File: config.mk
export PLATFORM = sky130hd
export DESIGN_NAME = digit_sequencer
export DESIGN_NICKNAME = d
export VERILOG_FILES = /design/src/rtl/digit_sequencer.sv
export SDC_FILE = /design/constraint.sdc
export NUM_CORES = 1
export LEC_CHECK = 0
export CAP_MARGIN = 20
export CORE_MARGIN = 3
export CORE_UTILIZATION = 30
export DETAILED_ROUTE_END_ITERATION = 7
export PLACE_DENSITY_LB_ADDON = 0.08
export SYNTH_ARGS = -nofsm -noshare
export SYNTH_HDL_FRONTEND = slang
export SYNTH_SLANG_ARGS = --single-unit
File: constraint.sdc
create_clock -name clk1s -period 3.3 [get_ports clk1s]
set_clock_uncertainty 0.05 [all_clocks]
set_input_delay 0.66 -clock clk1s [delete_from_list [all_inputs] [get_ports clk1s]]
set_output_delay 0.66 -clock clk1s [all_outputs]
set_load 0.05 [all_outputs]
File: src/rtl/digit_sequencer.sv
// Time-shares one 7-segment digit among FIFO-queued message digits: each digit
// is held for HOLD ticks, followed by GAP blank ticks; idle_digit shows when empty.
module digit_sequencer #(
    parameter int DEPTH = 8,
    parameter int HOLD  = 2,
    parameter int GAP   = 1
) (
    input  logic       clk1s,
    input  logic       reset,
    input  logic       clear,
    input  logic       in_valid,
    input  logic [3:0] in_digit,
    input  logic       in_last,
    output logic       in_ready,
    input  logic [3:0] idle_digit,
    output logic [3:0] digit,
    output logic       blank,
    output logic       dp,
    output logic       busy,
    output logic       msg_done
);
    localparam int AW   = $clog2(DEPTH);
    localparam int MAXC = (HOLD > GAP) ? HOLD : GAP;
    localparam int CW   = $clog2(MAXC + 1);

    localparam logic [AW:0]   DEPTH_C = (AW + 1)'(DEPTH);
    localparam logic [AW:0]   CNT_ONE = (AW + 1)'(1);
    localparam logic [AW-1:0] PTR_ONE = AW'(1);
    localparam logic [CW-1:0] TMR_ONE = CW'(1);
    localparam logic [CW-1:0] HOLD_LD = CW'(HOLD - 1);
    localparam logic [CW-1:0] GAP_LD  = CW'((GAP > 0) ? (GAP - 1) : 0);
    localparam bit            GAP_EN  = (GAP > 0);

    typedef enum logic [1:0] {
        ST_IDLE = 2'd0,
        ST_SHOW = 2'd1,
        ST_GAP  = 2'd2
    } state_t;

    logic [4:0]    mem_q [DEPTH];
    logic [AW-1:0] wr_ptr_q;
    logic [AW-1:0] rd_ptr_q;
    logic [AW:0]   count_q;
    logic [AW:0]   count_d;
    state_t        state_q;
    logic [CW-1:0] tmr_q;
    logic [3:0]    digit_q;
    logic          blank_q;
    logic          dp_q;
    logic          busy_q;
    logic          msg_done_q;

    logic          have_s;
    logic          tmr_zero_s;
    logic          push_s;
    logic          pop_s;
    logic [4:0]    head_s;

    // Push/pop decisions and next FIFO count, all from registered state
    always_comb begin
        have_s     = (count_q != '0);
        tmr_zero_s = (tmr_q == '0);
        in_ready   = (count_q < DEPTH_C);
        push_s     = in_valid && in_ready && !clear;
        head_s     = mem_q[rd_ptr_q];
        pop_s      = 1'b0;
        if (!clear) begin
            case (state_q)
                ST_IDLE: pop_s = have_s;
                ST_SHOW: pop_s = tmr_zero_s && !GAP_EN && have_s;
                ST_GAP:  pop_s = tmr_zero_s && have_s;
                default: pop_s = 1'b0;
            endcase
        end else begin
            pop_s = 1'b0;
        end
        if (clear) begin
            count_d = '0;
        end else begin
            case ({push_s, pop_s})
                2'b10:   count_d = count_q + CNT_ONE;
                2'b01:   count_d = count_q - CNT_ONE;
                default: count_d = count_q;
            endcase
        end
    end

    // FIFO storage; entries need no reset since count gates every read
    always_ff @(posedge clk1s) begin
        if (push_s) begin
            mem_q[wr_ptr_q] <= {in_last, in_digit};
        end
    end

    // FIFO pointers and occupancy
    always_ff @(posedge clk1s or negedge reset) begin
        if (!reset) begin
            wr_ptr_q <= '0;
            rd_ptr_q <= '0;
            count_q  <= '0;
        end else begin
            count_q <= count_d;
            if (clear) begin
                wr_ptr_q <= '0;
                rd_ptr_q <= '0;
            end else begin
                if (push_s) wr_ptr_q <= wr_ptr_q + PTR_ONE;
                if (pop_s)  rd_ptr_q <= rd_ptr_q + PTR_ONE;
            end
        end
    end

    // Display sequencer FSM with registered outputs
    always_ff @(posedge clk1s or negedge reset) begin
        if (!reset) begin
            state_q    <= ST_IDLE;
            tmr_q      <= '0;
            digit_q    <= 4'h0;
            blank_q    <= 1'b0;
            dp_q       <= 1'b0;
            busy_q     <= 1'b0;
            msg_done_q <= 1'b0;
        end else if (clear) begin
            state_q    <= ST_IDLE;
            tmr_q      <= '0;
            digit_q    <= idle_digit;
            blank_q    <= 1'b0;
            dp_q       <= 1'b0;
            busy_q     <= 1'b0;
            msg_done_q <= 1'b0;
        end else begin
            msg_done_q <= 1'b0;
            case (state_q)
                ST_IDLE: begin
                    if (have_s) begin
                        state_q <= ST_SHOW;
                        tmr_q   <= HOLD_LD;
                        digit_q <= head_s[3:0];
                        dp_q    <= head_s[4];
                        blank_q <= 1'b0;
                        busy_q  <= 1'b1;
                    end else begin
                        digit_q <= idle_digit;
                        dp_q    <= 1'b0;
                        blank_q <= 1'b0;
                        busy_q  <= 1'b0;
                    end
                end
                ST_SHOW: begin
                    if (!tmr_zero_s) begin
                        tmr_q <= tmr_q - TMR_ONE;
                    end else begin
                        // dp still holds the last flag of the digit being retired
                        msg_done_q <= dp_q;
                        if (GAP_EN) begin
                            state_q <= ST_GAP;
                            tmr_q   <= GAP_LD;
                            blank_q <= 1'b1;
                            dp_q    <= 1'b0;
                        end else if (have_s) begin
                            tmr_q   <= HOLD_LD;
                            digit_q <= head_s[3:0];
                            dp_q    <= head_s[4];
                        end else begin
                            state_q <= ST_IDLE;
                            digit_q <= idle_digit;
                            dp_q    <= 1'b0;
                            busy_q  <= 1'b0;
                        end
                    end
                end
                ST_GAP: begin
                    if (!tmr_zero_s) begin
                        tmr_q <= tmr_q - TMR_ONE;
                    end else if (have_s) begin
                        state_q <= ST_SHOW;
                        tmr_q   <= HOLD_LD;
                        digit_q <= head_s[3:0];
                        dp_q    <= head_s[4];
                        blank_q <= 1'b0;
                    end else begin
                        state_q <= ST_IDLE;
                        digit_q <= idle_digit;
                        blank_q <= 1'b0;
                        dp_q    <= 1'b0;
                        busy_q  <= 1'b0;
                    end
                end
                default: begin
                    state_q <= ST_IDLE;
                    tmr_q   <= '0;
                    digit_q <= idle_digit;
                    blank_q <= 1'b0;
                    dp_q    <= 1'b0;
                    busy_q  <= 1'b0;
                end
            endcase
        end
    end

    assign digit    = digit_q;
    assign blank    = blank_q;
    assign dp       = dp_q;
    assign busy     = busy_q;
    assign msg_done = msg_done_q;

endmodule
==> results.sh, run 1 <==
export IMPL_outcome="finished clean"
export IMPL_slew_headroom=0.538
export IMPL_synth_area_leaders="edfxtp_1 (43%), dfrtp_1 (20%), mux4_2 (8.0%), a21oi_1 (3.0%), nor2_1 (2.8%)"
export IMPL_num_nets_final=252
export IMPL_r2r_end="count_q[3]"
export IMPL_critical_path_required_ps=3520
export IMPL_finalCritPeriodShare=0.817
export IMPL_tightest_slew_ps=686
export IMPL_hold_buffers=0
export IMPL_ff2ff_setup_slack_ps=600
export IMPL_die_area_um2=10600
export IMPL_seq_area_frac_synth=0.622
export IMPL_start_util=0.315
export IMPL_drive_gt1_frac=0.188
export IMPL_diodes=0
export IMPL_clk_pin_slew_ps=80
export IMPL_report_final_slew_viol_count=0
export IMPL_worstHoldPathType="flip-flop to flip-flop"
export IMPL_cts_tree="yes"
export IMPL_drc_errors=0
export IMPL_ys_seq_elements=62
export IMPL_synth_async_reset_ratio=0.355
export IMPL_leakage_nw=1.18
export IMPL_ios=22
export IMPL_path_class="flip-flop to flip-flop"
export IMPL_peakVddDrop_mv=0.325
export IMPL_p_total_w=0.00287
export IMPL_drt_total_wl_um=5930
export IMPL_htreeDepth=3
export IMPL_syn_area_per_cell_um2=13.7
export IMPL_final_common_cell="edfxtp_1"
export IMPL_place_area_um2=3170
export IMPL_mostFrequentLayoutCells="edfxtp_1 (40), dfrtp_1 (22), nor2_1 (21), clkdlybuf4s50_1 (21), a21oi_1 (17)"
export IMPL_grt_pass1_vias=1751
export IMPL_ctsResizeCount=0
export IMPL_start_kind="flip-flop"
export IMPL_power_density_nw_per_um2=843
export IMPL_tns_ps=0
export IMPL_synth_edf_count=40
export IMPL_synth_nets=222
export IMPL_holdWs_ps=461
export IMPL_vias_per_cell=4.92
export IMPL_r2r_start="count_q[1]"
export IMPL_grt_max_degree=23
export IMPL_cts_buffer_depth=2
export IMPL_syn_area_um2=2820
export IMPL_die_w_um=103
export IMPL_synth_cells=205
export IMPL_postLayoutCellArea_um2=3400
export IMPL_yosys_warnings=0
export IMPL_grt_usage=0.124
export IMPL_crit_slowest_cell="nor4_2"
export IMPL_maxCapViolations=0
export IMPL_synthToLayoutAreaGrowth_pct=20.7
export IMPL_clock_sinks=62
export IMPL_die_h_um=103
export IMPL_slowest_delay_ps=540
export IMPL_path_buf_inv=0
export IMPL_synth_ff_type="edfxtp_1"
export IMPL_hold_path_depth=1
export IMPL_cp_cell_sequence="nor4_2, nor3_2, nor3b_2, ha_1, o21ai_0, or4_1, a22o_1, a31oi_1"
export IMPL_synth_cell_type_count=48
export IMPL_core_um2=8930
export IMPL_clock_latency_ps=340
export IMPL_yosys_area_top_type="edfxtp_1"
export IMPL_fmax_mhz=371
export IMPL_antenna_left=0
export IMPL_cts_buffers=9
export IMPL_vias=1711
export IMPL_crit_arrival_ps=2910
export IMPL_clockRootBuffer="clkbuf_8"
export IMPL_grt_pass1_wl_um=9610
export IMPL_hold_start="digit[3]"
export IMPL_io_buffers=21
export IMPL_r2r_cells=8
export IMPL_setup_viol=0
export IMPL_cp_top_family="simple AND/OR/NAND/NOR gates"
export IMPL_yosysTopAreaCellShare=0.426
export IMPL_rsz0062_at_grt="no"
export IMPL_finalHoldViolations=0
export IMPL_gp_congestion=0.776
export IMPL_postCtsSetupRepairBufs=0
export IMPL_cp_max_fo=7
export IMPL_num_rows=34
export IMPL_antenna_found_initial=0
export IMPL_hpwl_um=4100
export IMPL_firstDrtPassIters=6
export IMPL_setup_worst_path_end_class="flip-flop"
export IMPL_min_period_ps=2700
export IMPL_routedWlPerCell_um=17.0
export IMPL_hold_end="digit[3]"
export IMPL_overflow=0
export IMPL_drt_iter0_markers=67
[metal layers]
metal,vias up,GRT usage,part of all wire
met1,830,0.177,0.51
met3,7,0.0372,0.039
li1,842,-,-
met2,32,0.179,0.44
met5,-,0,0
met4,0,0.0418,0.011
[state kept, by name, indices dropped and copies added, names as in the netlist]
register  count
blank         1
busy          1
count_q       4
digit         4
dp            1
mem_q        40
msg_done      1
rd_ptr_q      3
state_q       2
tmr_q         2
wr_ptr_q      3
[worst max-delay path by stage]
stage | startpoint | to | slack, ps | depth (start not counted)
finish | count_q[1] | count_q[3] | 600 | 8
global route | count_q[1] | count_q[3] | 380 | 8
CTS | count_q[1] | count_q[3] | 560 | 8
detailed placement | in_valid | count_q[3] | 460 | 8
global placement | in_valid | count_q[3] | 470 | 8
floorplan | count_q[1] | count_q[3] | 850 | 8
[final cells by class]
class | instances | area [um^2]
Clock buffer | 9 | 124
Clock inverter | 7 | 104
Timing Repair Buffer | 29 | 270
Tap cell | 108 | 135
Inverter | 4 | 15.0
Sequential cell | 62 | 1750
Multi-Input combinational cell | 129 | 1000
Fill cell | 868 | 5530
[synthesized netlist by cell type, types with 2 or more instances]
cell type  count
inv_1          3
nor3b_1        3
o21ai_0        6
nor3_1         3
buf_2          4
o31ai_1        2
nand2_1       10
nand3_1        4
or4_1          2
nand4_1        2
ha_1           4
mux2i_1        5
mux2_2         5
dfrtp_1       22
mux4_2        10
edfxtp_1      40
xnor2_1        3
clkbuf_1       4
nand2b_1       5
a21oi_1       17
a22oi_1        2
nor2_1        21
a31oi_1        2
xor2_1         2
[power by group]
| part | total (W) | switching (W) | leakage (nW) | internal, W |
|---|---|---|---|---|
| Sequential | 0.00107 | 0.000137 | 0.650 | 0.000932 |
| Clock | 0.000762 | 0.000327 | 0.115 | 0.000436 |
| Combinational | 0.00103 | 0.000584 | 0.412 | 0.000450 |
[per-stage QoR]
| stage | setup WS (ps) | instances | util |
|---|---|---|---|
| after global routing | 376 | 348 | 0.381 |
| after detailed placement | 456 | 332 | 0.355 |
| after CTS | 564 | 348 | 0.381 |
| final | 605 | 348 | 0.381 |
| after floorplan | 846 | 205 | - |
| after global placement | 470 | 332 | 0.355 |
[logic make-up (layout without fill, tap and decap cells)]
| logic type | after synthesis | after routing | synth area share |
|---|---|---|---|
| AND/OR/NAND/NOR | 60 | 60 | 0.114 |
| AO/OA/AOI/OAI | 40 | 40 | 0.0897 |
| multiplexers | 20 | 20 | 0.118 |
| buffers and inverters | 14 | 49 | 0.0231 |
| flip-flops | 62 | 62 | 0.622 |
| XOR/XNOR | 5 | 5 | 0.0156 |
| adder cells (fa/ha/maj) | 4 | 4 | 0.0178 |
Power figures use the tool's default switching activity.
==> run 2, diff against run 1 <==
clock period = 2.3 ns   (was 3.3 ns; I/O delays follow)
==> run 2 against run 1 <==
Global-route usage grew 0.71 points. Combinational power increased by 81%. Highest routed layer unchanged. Register-to-register slack worse by 520 ps. Sequential share of layout area decreased by 3.2 points. Utilization is 2.5 points higher.
==> results.sh, run 2 (same netlist as run 1, synthesis figures left out) <==
export IMPL_die_w_um=103
export IMPL_report_final_slew_viol_count=0
export IMPL_die_h_um=103
export IMPL_routedWlPerCell_um=16.6
export IMPL_p_switching_w=0.00157
export IMPL_cp_max_fo=2
export IMPL_drc_errors=0
export IMPL_slew_headroom=0.661
export IMPL_crit_slowest_cell="or4_1"
export IMPL_io_buffers=21
export IMPL_tns_ps=0
export IMPL_critical_path_required_ps=2510
export IMPL_die_area_um2=10600
export IMPL_worstHoldPathType="input pin to async pin"
export IMPL_rsz0062_at_grt="yes"
export IMPL_largest_register_ffs=40
export IMPL_antenna_found_initial=0
export IMPL_grt_pass1_vias=1936
export IMPL_path_class="flip-flop to flip-flop"
export IMPL_cp_top_family="simple AND/OR/NAND/NOR gates"
export IMPL_dr_wl_met2_um=2900
export IMPL_cts_buffers=9
export IMPL_vias_per_cell=4.92
export IMPL_p_int_w=0.00272
export IMPL_p_total_w=0.00429
export IMPL_diodes=0
export IMPL_post_route_util=0.406
export IMPL_ios=22
export IMPL_path_buf_inv=0
export IMPL_drt_iter0_markers=83
export IMPL_final_common_cell="edfxtp_1"
export IMPL_comb_power_share=0.433
export IMPL_switching_share=0.366
export IMPL_route_met3_wl_um=285
export IMPL_wl_met1_um=2940
export IMPL_num_nets_final=278
export IMPL_fmax_mhz=451
export IMPL_num_rows=34
export IMPL_clk_pin_slew_ps=70
export IMPL_grt_usage=0.131
export IMPL_top_layer_used="met4"
export IMPL_finalCritPeriodShare=0.965
export IMPL_r2r_start="tmr_q[1]"
export IMPL_power_density_nw_per_um2=1180
export IMPL_peakVddDrop_mv=0.392
export IMPL_mostFrequentLayoutCells="edfxtp_1 (40), buf_4 (33), nor2_1 (21), dfrtp_1 (21), clkdlybuf4s50_1 (20)"
export IMPL_gp_congestion=0.729
export IMPL_cp_cell_sequence="o21a_1, nor3_2, nor3b_4, ha_4, o21ai_1, or4_1, a22o_1, a31oi_1"
export IMPL_clock_latency_ps=340
export IMPL_dp_slack_ps=-174
export IMPL_drive_gt1_frac=0.286
export IMPL_hpwl_um=4380
export IMPL_cts_buffer_depth=2
export IMPL_clockPowerShare=0.228
export IMPL_clock_sinks=62
export IMPL_outcome="finished clean"
export IMPL_leakage_nw=1.31
export IMPL_p_seq_frac=0.339
export IMPL_fill_cells=862
export IMPL_cts_tree="yes"
export IMPL_finalHoldViolations=0
export IMPL_firstDrtPassIters=4
export IMPL_grt_pass1_wl_um=10300
export IMPL_overflow=0
export IMPL_start_kind="flip-flop"
export IMPL_clockRootBuffer="clkbuf_8"
export IMPL_cp_startpoint="tmr_q[1]"
export IMPL_vias=1841
export IMPL_grt_max_degree=23
export IMPL_setup_viol=0
export IMPL_htreeDepth=3
export IMPL_start_util=0.315
export IMPL_drt_total_wl_um=6190
export IMPL_maxCapViolations=0
export IMPL_hold_buffers=0
export IMPL_top_register="mem_q"
export IMPL_tightest_slew_ps=507
export IMPL_crit_arrival_ps=2430
export IMPL_setup_worst_path_end_class="flip-flop"
export IMPL_core_um2=8930
export IMPL_min_period_ps=2220
export IMPL_synthToLayoutAreaGrowth_pct=28.7
export IMPL_slowest_delay_ps=420
export IMPL_antenna_left=0
export IMPL_fin_ws_ps=80.6
run 2: layout make-up:
type                       instances  area [um^2]  area share
tap                              108          135      0.0373
inverter                           4         15.0     0.00414
timing repair buffer              55          479       0.132
clock inverter                     7         82.6      0.0228
multi-input combinational        129         1040       0.286
sequential                        62         1750       0.483
clock buffer                       9          124      0.0342
run 2: final timing paths:
| path | endpoint | slack [ps] | cells after the start |
|---|---|---|---|
| setup reg to reg | count_q[3] | 80 | 8 |
| hold reg to reg | digit[2] | 450 | 1 |
| min in group clk1s | digit[2] | 450 | 1 |
| hold / removal | count_q[2] | 430 | 2 |
| max in group asynchronous | count_q[0] | 1520 | 2 |
| setup / recovery | count_q[3] | 80 | 8 |
run 2: layer usage:
metal,track usage,vias up
met5,0,-
met1,0.180,903
met2,0.199,33
met3,0.0447,9
met4,0.0329,0
li1,-,896
run 2: timing repair:
item	4_1_cts	5_1_grt
resized for setup	0	6
setup buffers	0	1
setup endpoints to repair	0	2
run 2: per-stage QoR:
| stage | instances | area (um^2) | hold slack (ps) |
|---|---|---|---|
| after CTS | 373 | 3590 | 440 |
| after detailed placement | 357 | 3380 | 445 |
| after floorplan | 205 | 2830 | 114 |
| after global placement | 357 | 3380 | 441 |
| after global routing | 374 | 3630 | 462 |
| final | 374 | 3630 | 427 |
run 2: power groups by stage:
| stage | combinational (W) | clock [W] | sequential [W] |
|---|---|---|---|
| 3_5_place_dp | 0.00181 | 0 | 0.00148 |
| 4_1_cts | 0.00182 | 0.00101 | 0.00146 |
| 3_3_place_gp | 0.00182 | 0 | 0.00148 |
| 2_1_floorplan | 0.000981 | 0 | 0.00167 |
| 5_1_grt | 0.00205 | 0.00106 | 0.00147 |
| 6_report | 0.00186 | 0.000977 | 0.00145 |
